===== src/rtl/risc_controller.sv =====
// Control sequencer for the 8-bit accumulator CPU.
// Steps every instruction through eight fixed phases and decodes
// (phase, opcode, zero, halted) into the datapath strobes.
module risc_controller #(
  parameter int PHASE_W = 3,
  parameter int OPC_W   = 3
) (
  input  logic             clk,
  input  logic             rst,
  input  logic [OPC_W-1:0] opcode,
  input  logic             zero,
  input  logic             stall,
  output logic             sel,
  output logic             rd,
  output logic             ld_ir,
  output logic             inc_pc,
  output logic             ld_pc,
  output logic             ld_ac,
  output logic             wr,
  output logic             data_e,
  output logic             halt
);

  typedef enum logic [PHASE_W-1:0] {
    INST_ADDR,
    INST_FETCH,
    INST_LOAD,
    IDLE,
    OP_ADDR,
    OP_FETCH,
    ALU_OP,
    STORE
  } phase_t;

  typedef enum logic [OPC_W-1:0] {
    OP_HLT,
    OP_SKZ,
    OP_ADD,
    OP_AND,
    OP_XOR,
    OP_LDA,
    OP_STO,
    OP_JMP
  } opc_t;

  phase_t phase;
  logic   halted;

  // Phase counter and halt latch; stall and halted freeze everything, rst wins.
  always_ff @(posedge clk) begin
    if (rst) begin
      phase  <= INST_ADDR;
      halted <= 1'b0;
    end else if (!stall && !halted) begin
      if (phase == OP_ADDR && opcode == OP_HLT) begin
        halted <= 1'b1;
      end else begin
        phase <= phase_t'(phase + 1'b1);
      end
    end
  end

  // Strobe decode; opcode is only consulted from OP_ADDR onward so an
  // unsettled IR during fetch cannot disturb sel/rd/ld_ir.
  always_comb begin
    logic aluop;
    logic is_jmp;
    logic is_sto;
    aluop  = 1'b0;
    is_jmp = 1'b0;
    is_sto = 1'b0;
    sel    = 1'b0;
    rd     = 1'b0;
    ld_ir  = 1'b0;
    inc_pc = 1'b0;
    ld_pc  = 1'b0;
    ld_ac  = 1'b0;
    wr     = 1'b0;
    data_e = 1'b0;
    halt   = 1'b0;
    if (halted) begin
      halt = 1'b1;
    end else begin
      case (phase)
        INST_ADDR: begin
          sel = 1'b1;
        end
        INST_FETCH: begin
          sel = 1'b1;
          rd  = 1'b1;
        end
        INST_LOAD, IDLE: begin
          sel   = 1'b1;
          rd    = 1'b1;
          ld_ir = 1'b1;
        end
        OP_ADDR: begin
          inc_pc = 1'b1;
          halt   = (opcode == OP_HLT);
        end
        OP_FETCH: begin
          aluop = (opcode == OP_ADD) || (opcode == OP_AND) ||
                  (opcode == OP_XOR) || (opcode == OP_LDA);
          rd    = aluop;
        end
        ALU_OP: begin
          aluop  = (opcode == OP_ADD) || (opcode == OP_AND) ||
                   (opcode == OP_XOR) || (opcode == OP_LDA);
          rd     = aluop;
          inc_pc = (opcode == OP_SKZ) && zero;
          ld_pc  = (opcode == OP_JMP);
          data_e = (opcode == OP_STO);
        end
        STORE: begin
          aluop  = (opcode == OP_ADD) || (opcode == OP_AND) ||
                   (opcode == OP_XOR) || (opcode == OP_LDA);
          is_jmp = (opcode == OP_JMP);
          is_sto = (opcode == OP_STO);
          rd     = aluop;
          ld_ac  = aluop;
          inc_pc = is_jmp;
          ld_pc  = is_jmp;
          wr     = is_sto;
          data_e = is_sto;
        end
        default: begin
        end
      endcase
    end
  end

endmodule


===== config.mk =====
export PLATFORM = sky130hd
export DESIGN_NAME = risc_controller
export DESIGN_NICKNAME = d
export VERILOG_FILES = /design/src/rtl/risc_controller.sv
export SDC_FILE = /design/constraint.sdc
export NUM_CORES = 1
export LEC_CHECK = 0
export BUFFER_PORTS_ARGS = -buffer_cell sky130_fd_sc_hd__buf_2
export CAP_MARGIN = 5
export CORE_AREA = 2 2 39 41
export DETAILED_ROUTE_END_ITERATION = 8
export DIE_AREA = 0 0 41 43
export GPL_ROUTABILITY_DRIVEN = 0
export HOLD_SLACK_MARGIN = 0.08
export SETUP_SLACK_MARGIN = 0.3
export SLEW_MARGIN = 20
export SYNTH_ARGS = -nofsm -noshare
export SYNTH_HDL_FRONTEND = slang
export SYNTH_SLANG_ARGS = --single-unit

===== constraint.sdc =====
create_clock -name clk -period 2.51 [get_ports clk]
set_input_delay 0.753 -clock clk [delete_from_list [all_inputs] [get_ports clk]]
set_output_delay 0.753 -clock clk [all_outputs]
set_load 0.1 [all_outputs]

* After elaboration in Yosys (flattened, before gate mapping)
Index checks and enable logic that the tools add are counted.
** Cells by class
- Add/sub/neg operators :: 1
- Multiply operators :: 0
- Div/mod/pow operators :: 0
- Magnitude comparators :: 0
- Eq/ne operators :: 14
- Shifts and indexed selects :: 0
- Multiplexer cells :: 18
- Bitwise gates (word level) :: 1
- Reduce and logical (&&, ||, !) cells :: 17
** Operators by type and width (number)
- 3-bit equality test (second input constant) :: 8
- 1-bit 2-to-1 mux :: 16
- 3-bit by 2-bit equality test with 1-bit output (second input constant) :: 4
- 3-bit by 1-bit equality test with 1-bit output (second input constant) :: 2
- 3-bit logical NOT :: 2
- 3-bit OR reduction :: 2
- 2-bit AND reduction :: 2
- 2-bit OR reduction :: 2
- 4-bit OR reduction :: 1
- 3-bit by 1-bit adder with 3-bit output (second input constant) :: 1
- 1-bit logical AND :: 3
- 1-bit logical OR :: 3
- 1-bit one-hot mux with 3 select lines :: 1
- 1-bit logical NOT :: 2
- 1-bit one-hot mux with 2 select lines :: 1
- 1-bit NOT :: 1
** Word-level totals
- Register bits after elaboration :: 4
- Latch bits :: 0
- RAM bits :: 0
- Memory bits (read-only) :: 0
- Input port bits :: 7
- Output and inout bits :: 9
- Logic and storage cells :: 53
- Memories kept :: 0

* Longest topological paths before layout
Gate-level depths: netlist of run 1.
- Depth in word-level cells :: 6
- Mapped depth :: 6
- Depth with buffers taken out :: 5

* Worst setup path before layout of run 1
OpenSTA, ideal clock, no wires.
- Kind :: in2out
- Start :: input port opcode[2]
- End :: output port rd
- Arrival time :: 3.347 ns
- Required time :: 1.757 ns
- Slack :: -1.590 ns
- Stages :: 3
- Path buffers :: 0
- Cell sequence :: xnor2_1 > nor3b_1 > o32ai_1
** On the way
- Longest elaborated chain between the ends :: 6
- Elaborated cells on any way between the ends :: 9
- Classes of those cells :: 4 x eq/ne; 2 x mux; 3 x reduce/logical
** RTL lines
- start, declared :: RTL line 10 : input logic [OPC_W-1:0] opcode,
- 3-bit by 2-bit equality test with 1-bit output :: RTL line 102, 107, 115
- 1-bit logical OR (2 in series) :: RTL line 102, 107, 115
- 1-bit logical OR * :: RTL line 103, 108, 116
- 1-bit one-hot mux with 2 select lines * :: RTL line 84 : case (phase)
- 1-bit 2-to-1 mux * :: RTL line 81 : if (halted) begin
- end, declared :: RTL line 14 : output logic rd,
Mark *: on every way between the ends. The rest lies on a longest branch, timed or not.

* Worst setup path after layout of run 1
- Start :: register phase[1]
- End :: output port sel
** On the way
- Longest elaborated chain between the ends :: 4
- Elaborated cells on any way between the ends :: 7
- Classes of those cells :: 3 x eq/ne; 2 x mux; 2 x reduce/logical
** RTL lines
- start, declared :: RTL line 46 : phase_t phase;
- start signal, assigned :: RTL line 58 : phase <= phase_t'(phase + 1'b1);
- 3-bit by 2-bit equality test with 1-bit output (tied with other cells) :: RTL line 84
- 4-bit OR reduction (no source line) *
- 1-bit 2-to-1 mux * :: RTL line 84
- 1-bit 2-to-1 mux * :: RTL line 81
- end, declared :: RTL line 13 : output logic sel,
Marks and branches as above.

==> metrics.cfg, run 1 <==
[synthesis]
ys_seq_area_frac=0.180
ys_ff_latch=4
syn-num-nets=68
syn_area_um2=445
syn_avg_cell_area_um2=8.10
ys_types=30
yosys_warnings=0
netlist_instances=55

[critical_path]
critPathRequiredTime_ps=1760
crit_path_start_kind=register
crit_slowest_cell=or3_4
max_stage_delay_ps=380
endpoint_kind=primary output
worstSetupPathType=register to primary output
rr_worst_depth=9
cp_max_fo=4
ff2ff_setup_slack_ps=590
worstPathCellList=inv_2 -> ha_2 -> or3_4 -> a21oi_4 -> nor2_4 -> buf_12
worst_ep_arrival_time_ps=1620

[placement]
dp_hpwl_um=908
pre_cts_ws_ps=31.0
place.port_buffers=15

[worst_hold_path]
min_path_type=register to register
hold_depth=2

[timing]
worst_pin_slew_ps=485
setup_viol=0
fin_setup_tns_ps=0
drv_slew=0
finalCritPeriodShare=0.947
finalHoldViolations=0
layout_setup_ws_ps=132
fin_crit_ps=2380
rsz0062_at_grt=true
fin_worst_skew_ps=0.424
fmax_mhz=421
slew_headroom=0.679

[route]
drt-initial-drc-count=7
avgRoutedWirePerCell_um=14.5
wl_um=1480
routed_via_density=5.30
firstDrtPassIters=3
ant_nets=0
dr_total_vias=541
route.detailed.drc=0

[clocking]
cts.sinks=4
cts_buffer_depth=2
htreeDepth=1
cts-root-buf=clkbuf_4
clk_pin_slew_ps=30
cts_tree=done
holdBufCountCts=0
clkLatencyLatePin_ps=230
cts_made_buffers=3

[finish]
drive_above_1_share=0.767
nets=101
area_delta_synth_final_pct=140
num_antenna_cells=0

[floorplanning]
core_area_mm2=0.00138
start_util=0.322
die_w_um=41
rows=14
die_h_um=43
die_area_mm2=0.00176
io_pins=16

[grt]
overflow=0
grt_usage=0.190
grt_pass1_wl_um=2240
grt_pass1_vias=540
antenna_found_initial=0
grt_max_degree=10

[power_and_ir_drop]
power.density_mw_per_mm2=374
p_leak_nw=0.417
power_mw=0.399
irDropWorstVdd_mv=0.288

[outcome]
status=finished, final reports clean

[run]
drv_cap=0

==> area by class of cell <==
class,instances,area (um2)
inverters,6,28.8
repair buffers,30,354
flip-flops and latches,4,86.3
clock buffers,3,22.5
fillers,88,317
multi-input cells,43,556
well taps,16,20.0
==> registers in the layout (all words and copies together), names as in the netlist <==
signal,count
phase,3
halted,1
==> power by group <==
| group | internal [mW] | switching, mW |
|---|---|---|
| registers | 0.0690 | 0.00782 |
| clock network | 0.0534 | 0.0255 |
| logic | 0.107 | 0.136 |
| total | 0.230 | 0.170 |
==> synthesized netlist by cell type <==
master | number | area, um2
a311o_1 | 1 | 10.0
a2111oi_4 | 1 | 27.5
nor3b_1 | 1 | 7.51
buf_6 | 1 | 11.3
ha_1 | 6 | 75.1
nand2_1 | 3 | 11.3
a311oi_1 | 1 | 8.76
o311ai_1 | 1 | 8.76
or3_1 | 1 | 6.26
a32o_1 | 1 | 10.0
and3b_1 | 1 | 8.76
xnor2_1 | 1 | 8.76
nor2_2 | 1 | 6.26
nand4_1 | 2 | 12.5
a31oi_1 | 1 | 6.26
nor3_1 | 3 | 15.0
buf_4 | 1 | 7.51
inv_1 | 6 | 22.5
a21oi_1 | 1 | 5.00
a2111o_1 | 1 | 11.3
o21ai_0 | 1 | 5.00
and3_1 | 1 | 6.26
nand3_1 | 1 | 5.00
nor2_1 | 7 | 26.3
and4_1 | 1 | 8.76
nand2b_1 | 2 | 12.5
o32ai_1 | 1 | 8.76
or2_1 | 1 | 6.26
dfxtp_1 | 4 | 80.1
nor2b_1 | 1 | 6.26
==> stage by stage <==
step           hold slack [ps]  instances  utilization  instance area, um2
6_report                   568        102        0.771                1070
5_1_grt                    587        102        0.771                1070
4_1_cts                    554         99        0.739                1020
3_5_place_dp               574         90        0.594                 822
3_3_place_gp               559         90        0.594                 822
2_1_floorplan              524         55            -                 583
==> critical path, delay by kind of cell (launching register included) <==
family	cells	cell delay (ps)
AND/OR/NAND/NOR	2	440
flip-flops	1	330
buffers and inverters	2	240
adder cells (fa/ha/maj)	1	190
AO/OA/AOI/OAI	1	170
==> final timing paths <==
kind / from / to
max: phase[1] / sel
min: phase[2] / phase[2]
max reg2reg: phase[0] / phase[1]
min reg2reg: phase[2] / phase[2]
==> timing repair <==
| action | CTS | global route |
|---|---|---|
| resized for setup | 35 | 5 |
| pin swaps | 14 | 6 |
| setup buffers | 6 | 3 |
| setup endpoints to repair | 8 | 8 |
==> cells by family (layout without fill, tap and decap cells) <==
| group | after synthesis | in the layout | share of synthesized area |
|---|---|---|---|
| and+or+nand+nor | 26 | 26 | 0.312 |
| AOI/OAI and AO/OA | 10 | 10 | 0.228 |
| buffers and inverters | 8 | 39 | 0.0927 |
| adders and majority gates | 6 | 6 | 0.169 |
| DFF | 4 | 4 | 0.180 |
| xor gates and xnor gates | 1 | 1 | 0.0197 |
==> routing by layer <==
layer / global-route usage / wire [um]
met2: 0.288 / 830
met4: 0.113 / 38
met3: 0.0628 / 66
met5: 0 / 0
met1: 0.218 / 545
==> cell usage in the layout (no fill, tap or decap), drive strengths merged <==
cell type	count
ha	6
buf	30
nor2b	1
and3	1
o32ai	1
clkinvlp	1
a21oi	1
or2	1
and4	1
dfxtp	4
nand2b	2
a311oi	1
inv	5
a2111o	1
nand3	1
nor2	8
and3b	1
nand2	3
or3	1
clkbuf	3
nand4	2
o21ai	1
o311ai	1
xnor2	1
a2111oi	1
a311o	1
a32o	1
nor3	3
a31oi	1
nor3b	1
No activity file was read; power rests on OpenSTA's default activity.
==> run 2, diff against run 1 <==
--- a/config.mk
+++ b/config.mk
@@ -8,10 +8,12 @@
 export BUFFER_PORTS_ARGS = -buffer_cell sky130_fd_sc_hd__buf_2
 export CAP_MARGIN = 5
 export CORE_AREA = 2 2 39 41
+export CTS_BUF_LIST = sky130_fd_sc_hd__clkbuf_4 sky130_fd_sc_hd__clkbuf_8 sky130_fd_sc_hd__clkbuf_16
 export DETAILED_ROUTE_END_ITERATION = 8
 export DIE_AREA = 0 0 41 43
 export GPL_ROUTABILITY_DRIVEN = 0
 export HOLD_SLACK_MARGIN = 0.08
+export PLACE_DENSITY_LB_ADDON = 0.2
 export SETUP_SLACK_MARGIN = 0.3
 export SLEW_MARGIN = 20
 export SYNTH_ARGS = -nofsm -noshare
==> metrics.cfg, run 2 (synthesized netlist as in run 1, its figures left out) <==
[timing]
fin_worst_skew_ps=3.00  ; +2.58 ps
worst_pin_slew_ps=484  ; -0.212 ps
fin_setup_tns_ps=0  ; unchanged
drv_slew=0  ; unchanged
fmax_mhz=423  ; +0.57%
finalCritPeriodShare=0.942  ; -0.00532
layout_setup_ws_ps=145  ; +13.4 ps
fin_crit_ps=2360  ; -13.4 ps
finalHoldViolations=0  ; unchanged
rsz0062_at_grt=true
setup_viol=0  ; unchanged
timing.hold.ws_ps=584  ; +15.4 ps
slew_headroom=0.679  ; about the same

[route]
wl_um=1270  ; -14%
firstDrtPassIters=3  ; unchanged
routed_via_density=5.29  ; -0.34%
dr_total_vias=518  ; -4.3%
drt-initial-drc-count=6  ; -1
ant_nets=0  ; unchanged
avgRoutedWirePerCell_um=13.0  ; -10%
route.detailed.drc=0  ; unchanged

[clocking]
clk_pin_slew_ps=40  ; about the same
cts_tree=done
cts_made_buffers=3  ; unchanged
clkLatencyLatePin_ps=230  ; about the same
htreeDepth=1  ; unchanged
cts-root-buf=clkbuf_4
cts_buffer_depth=2  ; unchanged
cts.sinks=4  ; unchanged

[placement]
place.port_buffers=15  ; unchanged
postPlaceCellArea_um2=817  ; -0.61%
dp_hpwl_um=949  ; +4.5%
pre_cts_ws_ps=53.0  ; +22.0 ps
dp.cells=91  ; +1.1%

[floorplanning]
io_pins=16  ; unchanged
die_h_um=43  ; unchanged
die_area_mm2=0.00176  ; unchanged
rows=14  ; unchanged
core_area_mm2=0.00138  ; unchanged
start_util=0.322  ; unchanged
die_w_um=41  ; unchanged

[critical_path]
crit_path_start_kind=register
cp_max_fo=4  ; unchanged
worstSetupPathType=register to primary output
critPathRequiredTime_ps=1760  ; about the same
worst_ep_arrival_time_ps=1610  ; about the same
endpoint_kind=primary output

[power_and_ir_drop]
power.density_mw_per_mm2=379  ; +1.3%
power_mw=0.381  ; -4.6%
p_leak_nw=0.395  ; -5.3%
irDropWorstVdd_mv=0.232  ; -19%

[finish]
design_area_mm2=0.00100  ; -5.9%
num_antenna_cells=0  ; unchanged
final_cell_mix=buf_4 (9), buf_12 (8), nor2_4 (4), buf_2 (4)
layout_commonest_cell=buf_4
area_delta_synth_final_pct=126
multi_input_area_um2=539  ; -2.9%
finish.utilization=0.726  ; -0.0452
reg.largest.list=phase (3), halted (1)
ff_latch_area_um2=88.8  ; +2.9%
instances_no_fill=98  ; -3.9%
nFillCells=99  ; +13%
largest_reg_flops=3  ; unchanged
drive_above_1_share=0.744  ; -0.0235
top_register=phase
nets=97  ; -4.0%

[grt]
grt_pass1_vias=559  ; +3.5%
antenna_found_initial=0  ; unchanged
grt_pass1_wl_um=2190  ; -2.5%
overflow=0  ; unchanged
grt_max_degree=10  ; unchanged
grt_usage=0.174  ; -0.0160

[worst_hold_path]
min_path_type=register to register

[outcome]
status=finished, final reports clean

[run]
drv_cap=0  ; unchanged

-- run 2: worst paths after layout --
kind	from	end	slack, ps	cells after the start
max	phase[0]	sel	150	6
min	phase[2]	phase[2]	580	2
max reg2reg	phase[0]	phase[1]	830	7
min reg2reg	phase[2]	phase[2]	580	2
-- run 2: power breakdown --
part           switching [mW]  leakage (nW)  internal, mW
Combinational           0.129         0.346        0.0967
Clock                  0.0244        0.0138        0.0534
Sequential            0.00843        0.0345        0.0687
Total                   0.162         0.395         0.219
-- run 2: final cells by class --
cell class,instances,area share
tap,16,0.0199
sequential,4,0.0884
inverter,6,0.0224
clock buffer,3,0.0224
timing repair buffer,26,0.310
multi-input combinational,43,0.537
-- run 2: what timing repair did --
action                     4_1_cts  5_1_grt
buffers inserted                 4        0
pin swaps                        8        1
resized for setup               34        3
hold buffers                     0        0
setup endpoints to repair        8        8
gates cloned                     0        0
-- run 2: critical path: stages (launching register included) --
cell and delay, ps:
dfxtp_4 380, inv_2 50, ha_2 180, or3_4 380
a21oi_4 170, nor2_4 50, buf_12 180
-- run 2: metal layers --
metal  vias to the layer above  track usage  part of all wire
met4                         0       0.0400                 0
met1                       254        0.208              0.38
met2                         6        0.300              0.60
li1                        258            -                 -
met5                         -            0                 0
met3                         0       0.0314             0.016
